$ cat src/rtl/reg_wb_arbiter_if.sv
// Write-back bus bundle: flattened per-source request lanes in, one register-file write port out.
// Source i occupies [i*WIDTH +: WIDTH] of src_data and [i*AW +: AW] of src_addr; src_ready is combinational.
interface reg_wb_arbiter_if #(
  parameter int WIDTH = 16,
  parameter int NSRC  = 5,
  parameter int AW    = 3,
  parameter int SW    = (NSRC > 1) ? $clog2(NSRC) : 1
);
  logic [NSRC-1:0]       src_valid;
  logic [NSRC-1:0]       src_ready;
  logic [NSRC*WIDTH-1:0] src_data;
  logic [NSRC*AW-1:0]    src_addr;
  logic                  wr_stall;
  logic                  wr_en;
  logic [AW-1:0]         wr_addr;
  logic [WIDTH-1:0]      wr_data;
  logic [SW-1:0]         wr_src;
  logic                  busy;

  modport slave (
    input  src_valid, src_data, src_addr, wr_stall,
    output src_ready, wr_en, wr_addr, wr_data, wr_src, busy
  );

  modport master (
    output src_valid, src_data, src_addr, wr_stall,
    input  src_ready, wr_en, wr_addr, wr_data, wr_src, busy
  );
endinterface

$ cat src/rtl/reg_wb_arbiter.sv
// Register write-back arbiter: one holding slot per source, fixed-priority or round-robin pick; 2-cycle accept-to-write.
// Backpressure: wr_stall freezes grants and outputs; a source is ready when its slot is empty or being drained.
module reg_wb_arbiter #(
  parameter int WIDTH = 16,
  parameter int NSRC  = 5,
  parameter int AW    = 3,
  parameter int RR    = 0,
  parameter int SW    = (NSRC > 1) ? $clog2(NSRC) : 1
) (
  input  logic           clk,
  input  logic           rst_b,
  reg_wb_arbiter_if.slave bus
);

  logic [NSRC-1:0]  slot_v;
  logic [AW-1:0]    slot_addr [NSRC];
  logic [WIDTH-1:0] slot_data [NSRC];

  logic [NSRC-1:0]  grant;
  logic [NSRC-1:0]  ready;
  logic [NSRC-1:0]  accept;
  logic             gnt_any;
  logic [SW-1:0]    gnt_idx;
  logic [SW-1:0]    rr_ptr;

  logic             wr_en_q;
  logic [AW-1:0]    wr_addr_q;
  logic [WIDTH-1:0] wr_data_q;
  logic [SW-1:0]    wr_src_q;

  // Only parked slots compete; the search starts at rr_ptr in round-robin mode, at 0 otherwise.
  always_comb begin
    int k;
    k       = 0;
    grant   = '0;
    gnt_any = 1'b0;
    gnt_idx = '0;
    if (!bus.wr_stall) begin
      for (int n = 0; n < NSRC; n++) begin
        k = n;
        if (RR != 0) begin
          k = int'(rr_ptr) + n;
          if (k >= NSRC) k = k - NSRC;
        end
        if (!gnt_any && slot_v[k]) begin
          gnt_any  = 1'b1;
          gnt_idx  = SW'(k);
          grant[k] = 1'b1;
        end
      end
    end
  end

  assign ready  = ~slot_v | grant;
  assign accept = bus.src_valid & ready;

  always_ff @(posedge clk) begin
    if (!rst_b) begin
      slot_v    <= '0;
      rr_ptr    <= '0;
      wr_en_q   <= 1'b0;
      wr_addr_q <= '0;
      wr_data_q <= '0;
      wr_src_q  <= '0;
    end else begin
      // A reload on the granting edge wins, so the slot stays occupied with the new request.
      for (int i = 0; i < NSRC; i++) begin
        if (accept[i]) begin
          slot_v[i]    <= 1'b1;
          slot_addr[i] <= bus.src_addr[i*AW +: AW];
          slot_data[i] <= bus.src_data[i*WIDTH +: WIDTH];
        end else if (grant[i]) begin
          slot_v[i] <= 1'b0;
        end
      end
      if (!bus.wr_stall) begin
        wr_en_q <= gnt_any;
        if (gnt_any) begin
          wr_addr_q <= slot_addr[gnt_idx];
          wr_data_q <= slot_data[gnt_idx];
          wr_src_q  <= gnt_idx;
          if (RR != 0) begin
            rr_ptr <= (gnt_idx == SW'(NSRC - 1)) ? '0 : gnt_idx + SW'(1);
          end
        end
      end
    end
  end

  assign bus.src_ready = ready;
  assign bus.busy      = |slot_v;
  assign bus.wr_en     = wr_en_q;
  assign bus.wr_addr   = wr_addr_q;
  assign bus.wr_data   = wr_data_q;
  assign bus.wr_src    = wr_src_q;

endmodule
$ cat src/flat_wrapper.sv
// flat-port wrapper written by rule: the top's interface ports become plain ports
module reg_wb_arbiter_flat 
#(
  parameter int WIDTH = 16,
  parameter int NSRC  = 5,
  parameter int AW    = 3,
  parameter int RR    = 0,
  parameter int SW    = (NSRC > 1) ? $clog2(NSRC) : 1
)
  (clk, rst_b, bus_src_valid, bus_src_data, bus_src_addr, bus_wr_stall, bus_src_ready, bus_wr_en, bus_wr_addr, bus_wr_data, bus_wr_src, bus_busy);
  reg_wb_arbiter_if #(.WIDTH(WIDTH), .NSRC(NSRC), .AW(AW), .SW(SW)) bus_i ();
  input  logic clk;
  input  logic rst_b;
  input wire logic [$bits(bus_i.src_valid)-1:0] bus_src_valid;
  input wire logic [$bits(bus_i.src_data)-1:0] bus_src_data;
  input wire logic [$bits(bus_i.src_addr)-1:0] bus_src_addr;
  input wire logic [$bits(bus_i.wr_stall)-1:0] bus_wr_stall;
  output wire logic [$bits(bus_i.src_ready)-1:0] bus_src_ready;
  output wire logic [$bits(bus_i.wr_en)-1:0] bus_wr_en;
  output wire logic [$bits(bus_i.wr_addr)-1:0] bus_wr_addr;
  output wire logic [$bits(bus_i.wr_data)-1:0] bus_wr_data;
  output wire logic [$bits(bus_i.wr_src)-1:0] bus_wr_src;
  output wire logic [$bits(bus_i.busy)-1:0] bus_busy;
  assign bus_i.src_valid = bus_src_valid;
  assign bus_i.src_data = bus_src_data;
  assign bus_i.src_addr = bus_src_addr;
  assign bus_i.wr_stall = bus_wr_stall;
  assign bus_src_ready = bus_i.src_ready;
  assign bus_wr_en = bus_i.wr_en;
  assign bus_wr_addr = bus_i.wr_addr;
  assign bus_wr_data = bus_i.wr_data;
  assign bus_wr_src = bus_i.wr_src;
  assign bus_busy = bus_i.busy;
  reg_wb_arbiter #(.WIDTH(WIDTH), .NSRC(NSRC), .AW(AW), .RR(RR), .SW(SW)) u_core (.clk(clk), .rst_b(rst_b), .bus(bus_i));
endmodule
$ cat config.mk
export PLATFORM = sky130hd
export DESIGN_NAME = reg_wb_arbiter_flat
export DESIGN_NICKNAME = d
export VERILOG_FILES = /design/src/rtl/reg_wb_arbiter_if.sv /design/src/rtl/reg_wb_arbiter.sv /design/src/flat_wrapper.sv
export SDC_FILE = /design/constraint.sdc
export NUM_CORES = 1
export LEC_CHECK = 0
export CAP_MARGIN = 30
export CORE_MARGIN = 2
export CORE_UTILIZATION = 43
export DETAILED_ROUTE_END_ITERATION = 8
export GPL_TIMING_DRIVEN = 0
export PLACE_DENSITY = 0.76
export SLEW_MARGIN = 20
export SYNTH_ARGS = -nofsm -noshare
export SYNTH_HDL_FRONTEND = slang
export SYNTH_SLANG_ARGS = --single-unit
$ cat constraint.sdc
create_clock -name clk -period 1.83 [get_ports clk]
set_input_delay 0.183 -clock clk [delete_from_list [all_inputs] [get_ports clk]]
set_output_delay 0.183 -clock clk [all_outputs]
set_load 0.005 [all_outputs]
== Word level (Yosys, flattened, before mapping) ==
Memory sizes are Yosys's and may differ from the RTL's. A register that Yosys moved wholly into a read port is not among the register bits.
Index checks and enable logic that the tools add are counted.
Word-level totals
  register bits after elaboration: 9
  latch bits: 0
  RAM bits: 95
  memory bits (read-only): 0
  bits of input ports: 103
  output and inout port bits: 29
  memories: 2
Operators by class
  add/sub/neg operators: 0
  multiply operators: 0
  div/mod/pow operators: 0
  magnitude comparators: 0
  eq/ne operators: 0
  shift-type cells: 0
  muxes and demuxes: 45
  bitwise operators: 4
  reduce and logical (&&, ||, !) cells: 17
Memories
  u_core.slot_data: depth 5, width 16, read ports 1, clocked after Yosys merged registers in 1, wr ports 5, RTL line reg_wb_arbiter.sv:17  | logic [WIDTH-1:0] slot_data [NSRC];
  u_core.slot_addr: depth 5, width 3, read ports 1, clocked after Yosys merged registers in 1, wr ports 5, RTL line reg_wb_arbiter.sv:16  | logic [AW-1:0] slot_addr [NSRC];
Operator list (number)
  $mux 1: 40
  $reduce_bool 2->1: 5
  $logic_not 1->1: 6
  $mux 3: 2
  $and 5x5->5: 1
  $mux 5: 1
  $not 5->5: 1
  $or 5x5->5: 1
  $reduce_or 5->1: 1
  $logic_and 1x1->1: 4
  $mux 2: 2
  $reduce_and 2->1: 1
  $not 1->1: 1

== Depth between registers and ports, before layout ==
  word-level depth: 23
  depth in mapped cells: 6
  gate-level depth less buffers: 4

== Worst setup path before layout ==
Ideal clock, no wire load.
  path kind: flip-flop to flip-flop
  from: register u_core.slot_v[0]
  to: memory u_core.slot_addr[3][0] (enable)
  library setup time: 0.377 ns
  arrival: 1.597 ns
  slack: -0.144 ns
  stages on the path, launching flop included: 5
  buffers on the path: 1
  cell sequence: dfxtp_1 buf_2 or3_1 o21ai_1 and3_1
RTL lines
  start, declared: RTL line reg_wb_arbiter.sv:15  | logic [NSRC-1:0] slot_v;
  start signal, assigned: RTL line reg_wb_arbiter.sv:59  | slot_v <= '0;
  start signal, assigned by index: RTL line reg_wb_arbiter.sv:69  | slot_v[i] <= 1'b1;
  start signal, assigned by index: RTL line reg_wb_arbiter.sv:73  | slot_v[i] <= 1'b0;
  end, declared: RTL line reg_wb_arbiter.sv:16

== Worst setup path in the final report ==
  from: register u_core.slot_v[2]
  to: output port bus_busy
On the way
  cells in the longest elaborated chain, start to end: 1
RTL lines
  $reduce_or 5->1: RTL line reg_wb_arbiter.sv:91  | assign bus.busy = |slot_v;
  end, declared: RTL line flat_wrapper.sv:23  | output wire logic [$bits(bus_i.busy)-1:0] bus_busy;
Every way passes these cells.

==> flow_metrics.py <==
metrics = {
    "drt": {
        "routedWlPerCell_um": 18.83,
        "drc": 0,
        "final_antenna_net_count": 0,
        "first_iter_violations": 180,
        "route.final.wire_length_mm": 11.82,
        "detail_route.vias_per_cell": 5.293,
        "vias": 3324,
        "firstDrtPassIters": 4,
    },
    "critical_path": {
        "r2r-start": "u_core.slot_v[2]",
        "timing.critical_path.cells": "or3_4, or3_4, buf_6",
        "family_with_the_most_delay_on_the_worst_path": "simple AND/OR/NAND/NOR gates",
        "r2r_setup_slk_ns": 0.02,
        "cp.required_ns": 1.65,
        "setup.worst_path.start_class": "flip-flop",
        "critical_path_peak_fanout": 2,
        "timing.critical_path.arrival_ns": 1.72,
        "path_common_cell": "sky130_fd_sc_hd__or3_4",
        "setup.worst_path.class": "flip-flop to primary output",
        "r2r-end": "u_core.bus.wr_data[13]",
        "worst_setup_path_end_kind": "primary output",
        "timing.critical_path.slowest_cell_delay_ns": 0.38,
        "reg2regPathDepth": 7,
        "cp_slowest_cell": "sky130_fd_sc_hd__or3_4",
        "worst-path-buf-inv": 1,
    },
    "global_route": {
        "grt_max_degree": 20,
        "met3_usage_pct": 6.598,
        "grt_first_pass_wirelength_mm": 17.77,
        "use_met1_pct": 25.39,
        "globalRouteMet2Util_pct": 35.58,
        "grt_overflow_total": 0,
        "via_count_of_the_first_global_routing_pass": 3467,
        "grt-busiest-layer": "met2",
        "groute.usage.overall_pct": 21.17,
        "antenna_found_initial": 0,
    },
    "placement": {
        "dpl_cell_area_um2": 6061,
        "gpl.final_weighted_congestion": 0.7805,
        "post-place-ws_ns": -0.6276,
        "port-buffer-count": 130,
        "place.detailed.instances": 591,
        "post-dp-hpwl_mm": 8.268,
    },
    "logic_synthesis": {
        "syn_inst": 325,
        "syn-num-nets": 428,
        "postSynth.asyncResetShare_pct": 0,
        "yosysSeqAreaShare_pct": 74.41,
        "mappedNetlistArea_um2": 4587,
        "yosys-top-cells-area": "sky130_fd_sc_hd__edfxtp_1 (62%), sky130_fd_sc_hd__dfxtp_1 (12%), sky130_fd_sc_hd__a221oi_1 (3.6%)",
        "synth_top_cell_by_area": "sky130_fd_sc_hd__edfxtp_1",
        "synth-edff-count": 95,
        "synthesized_area_divided_by_synthesized_cell_count_um2": 14.11,
        "synth.most_common_cell": "sky130_fd_sc_hd__edfxtp_1",
        "yosys-top-cells-count": "sky130_fd_sc_hd__edfxtp_1 (95), sky130_fd_sc_hd__inv_1 (41), sky130_fd_sc_hd__dfxtp_1 (28)",
        "yosys_warnings": 0,
        "synth_top_area_share_pct": 62.19,
        "seq_cells_post_synth": 123,
        "netlist-cell-type-count": 28,
        "ys_dominant_reg_cell": "sky130_fd_sc_hd__edfxtp_1",
    },
    "finish": {
        "num-nets-final": 582,
        "final-instance-count-excl-fill": 628,
        "final_design_area_no_fill_um2": 6870,
        "areaGrowthSynthToFinish_pct": 49.78,
        "drive_above_1_share_pct": 17.89,
        "final_core_util_pct": 66.55,
        "diodes": 0,
    },
    "clocking": {
        "post_cts_hold_buffer_count": 0,
        "clock_path_buffers": 2,
        "numCtsBuffers": 17,
        "cts_root_buffer": "sky130_fd_sc_hd__clkbuf_8",
        "cts_tree": "built",
        "clk_pin_slew_ns": 0.06,
        "cts.sink_count": 123,
        "clock_tree.htree_level_count": 4,
        "worstSkewPairLatency_ns": 0.51,
    },
    "power": {
        "p_sw_share_pct": 22.31,
        "p_comb_share_pct": 11.2,
        "clkPwrFrac_pct": 43.3,
        "power_frac_seq_pct": 45.5,
        "vdd.ir_drop.worst_uv": 486.0,
        "p_per_area_nw_per_um2": 1040,
        "total_switching_power_mw": 1.594,
        "cellInternalPower_mw": 5.551,
        "leakage_nw": 2.456,
    },
    "floorplanning": {
        "core.rowCount": 37,
        "coreArea_um2": 10320,
        "floorplan.die.width_um": 107.3,
        "floorplan.die.height_um": 107.3,
        "dieArea_um2": 11510,
        "floorplan.io_pins": 132,
        "initial_core_util_pct": 44.43,
    },
    "timing": {
        "fin_setup_tns_ns": -0.07459,
        "max-slew-margin-rel_pct": 43.31,
        "finalCriticalPeriod_ns": 1.905,
        "setup_viol_count_final": 1,
        "worst_setup_slack_final_ns": -0.07459,
        "max_freq_mhz": 525.0,
        "post-route-period-util_pct": 104.1,
        "rsz_0062_raised_after_global_routing": "yes",
        "fin_worst_skew_ns": 0.008595,
        "report.final.slew_viol_count": 0,
        "tightestPinTransition_ns": 0.8503,
        "hold_viol_final": 0,
    },
    "worst_hold_path": {
        "worstHoldPathCells": 3,
        "hold_path_startpoint": "rst_b",
        "hold_path.class": "input port to flip-flop",
        "hold_end": "u_core.bus.wr_data[2]",
    },
    "run_status": {
        "status": "finished, violations left",
        "failed_checks": "negative setup slack",
    },
    "job": {
        "cap_violations": 0,
    },
}
==> area by class of cell <==
type	count	area [µm²]
clock buffer	20	425.4
inverter	41	153.9
buffer	18	88.84
multi-input combinational	139	1065
timing repair buffer	139	1416
tap	136	170.2
clock inverter	12	125.1
fill	748	3453
sequential	123	3426
==> registers in the layout, indices dropped and copies added, names as in the netlist <==
name and cells:
u_core.slot_data 80, u_core.bus.wr_src 3, u_core.slot_addr 15, u_core.bus.wr_addr 3, u_core.bus.wr_en 1, u_core.bus.wr_data 16
u_core.slot_v 5
==> power groups by stage <==
stage                     combinational [mW]  clock [mW]  sequential [mW]
after floorplan                        0.275           0             3.28
after global placement                 0.703           0             3.28
after detailed placement               0.722           0             3.29
after CTS                              0.778        3.14             3.24
after global routing                   0.859        3.28             3.26
final                                  0.801        3.10             3.25
==> tightest hold or removal path, stage by stage <==
cell                       delay [ns]
sky130_fd_sc_hd__clkbuf_1        0.23
sky130_fd_sc_hd__o221ai_1        0.15
sky130_fd_sc_hd__nor3_1          0.06
==> what timing repair did <==
action | 4_1_cts | 5_1_grt
pin swaps | 15 | 7
cloned | 1 | 0
buffers inserted | 5 | 2
resized for setup | 54 | 24
setup endpoints to repair | 91 | 46
==> kinds of logic after synthesis <==
family / count (synthesis) / synth area share, %
flops: 123 / 74.41
compound gates: 87 / 13.88
buf+inv: 63 / 5.728
simple gates: 52 / 5.974
==> stage by stage <==
| stage | total power, mW | hold WS (ns) |
|---|---|---|
| 2_1_floorplan | 3.555 | 0.2819 |
| 6_report | 7.145 | 0.1636 |
| 3_5_place_dp | 4.011 | 0.4524 |
| 5_1_grt | 7.401 | 0.1443 |
| 4_1_cts | 7.160 | 0.1203 |
| 3_3_place_gp | 3.987 | 0.4376 |
==> placed cells by master (no fill, tap or decap), types with 3 or more instances in the layout <==
| master | instances |
|---|---|
| sky130_fd_sc_hd__or3_4 | 3 |
| sky130_fd_sc_hd__clkinvlp_4 | 3 |
| sky130_fd_sc_hd__clkbuf_1 | 14 |
| sky130_fd_sc_hd__a21oi_4 | 3 |
| sky130_fd_sc_hd__a21oi_2 | 13 |
| sky130_fd_sc_hd__dfxtp_4 | 3 |
| sky130_fd_sc_hd__edfxtp_1 | 95 |
| sky130_fd_sc_hd__dfxtp_1 | 24 |
| sky130_fd_sc_hd__nand2_1 | 8 |
| sky130_fd_sc_hd__o221ai_1 | 19 |
| sky130_fd_sc_hd__o22ai_1 | 3 |
| sky130_fd_sc_hd__inv_1 | 41 |
| sky130_fd_sc_hd__a211oi_1 | 18 |
| sky130_fd_sc_hd__and3_2 | 3 |
| sky130_fd_sc_hd__nor3_1 | 15 |
| sky130_fd_sc_hd__a221oi_1 | 19 |
| sky130_fd_sc_hd__clkdlybuf4s50_1 | 125 |
| sky130_fd_sc_hd__buf_4 | 4 |
| sky130_fd_sc_hd__clkbuf_16 | 16 |
| sky130_fd_sc_hd__clkinv_2 | 5 |
| sky130_fd_sc_hd__nor2b_1 | 4 |
| sky130_fd_sc_hd__nand2_2 | 3 |
| sky130_fd_sc_hd__nor2_1 | 3 |
| sky130_fd_sc_hd__nor3_2 | 3 |
| sky130_fd_sc_hd__a21oi_1 | 4 |
| sky130_fd_sc_hd__clkbuf_2 | 5 |
==> how the worst max path moves through the flow <==
stage	startpoint	slack, ns	depth (start not counted)	endpoint
floorplan	u_core.slot_v[0]	0.06	4	u_core.slot_addr[3][0]
global placement	bus_wr_stall	-0.62	5	u_core.slot_data[4][12]
detailed placement	bus_wr_stall	-0.63	5	u_core.slot_data[4][1]
CTS	u_core.slot_v[1]	-0.19	3	bus_busy
global route	u_core.slot_v[2]	-0.12	3	bus_busy
finish	u_core.slot_v[2]	-0.07	3	bus_busy
==> per-layer routing <==
metal | routed length [µm] | vias to the layer above
met4 | 179 | 0
li1 | - | 1562
met1 | 4784 | 1612
met2 | 5983 | 135
met3 | 876 | 15
met5 | 0 | -
No activity file was read; power rests on OpenSTA's default activity.
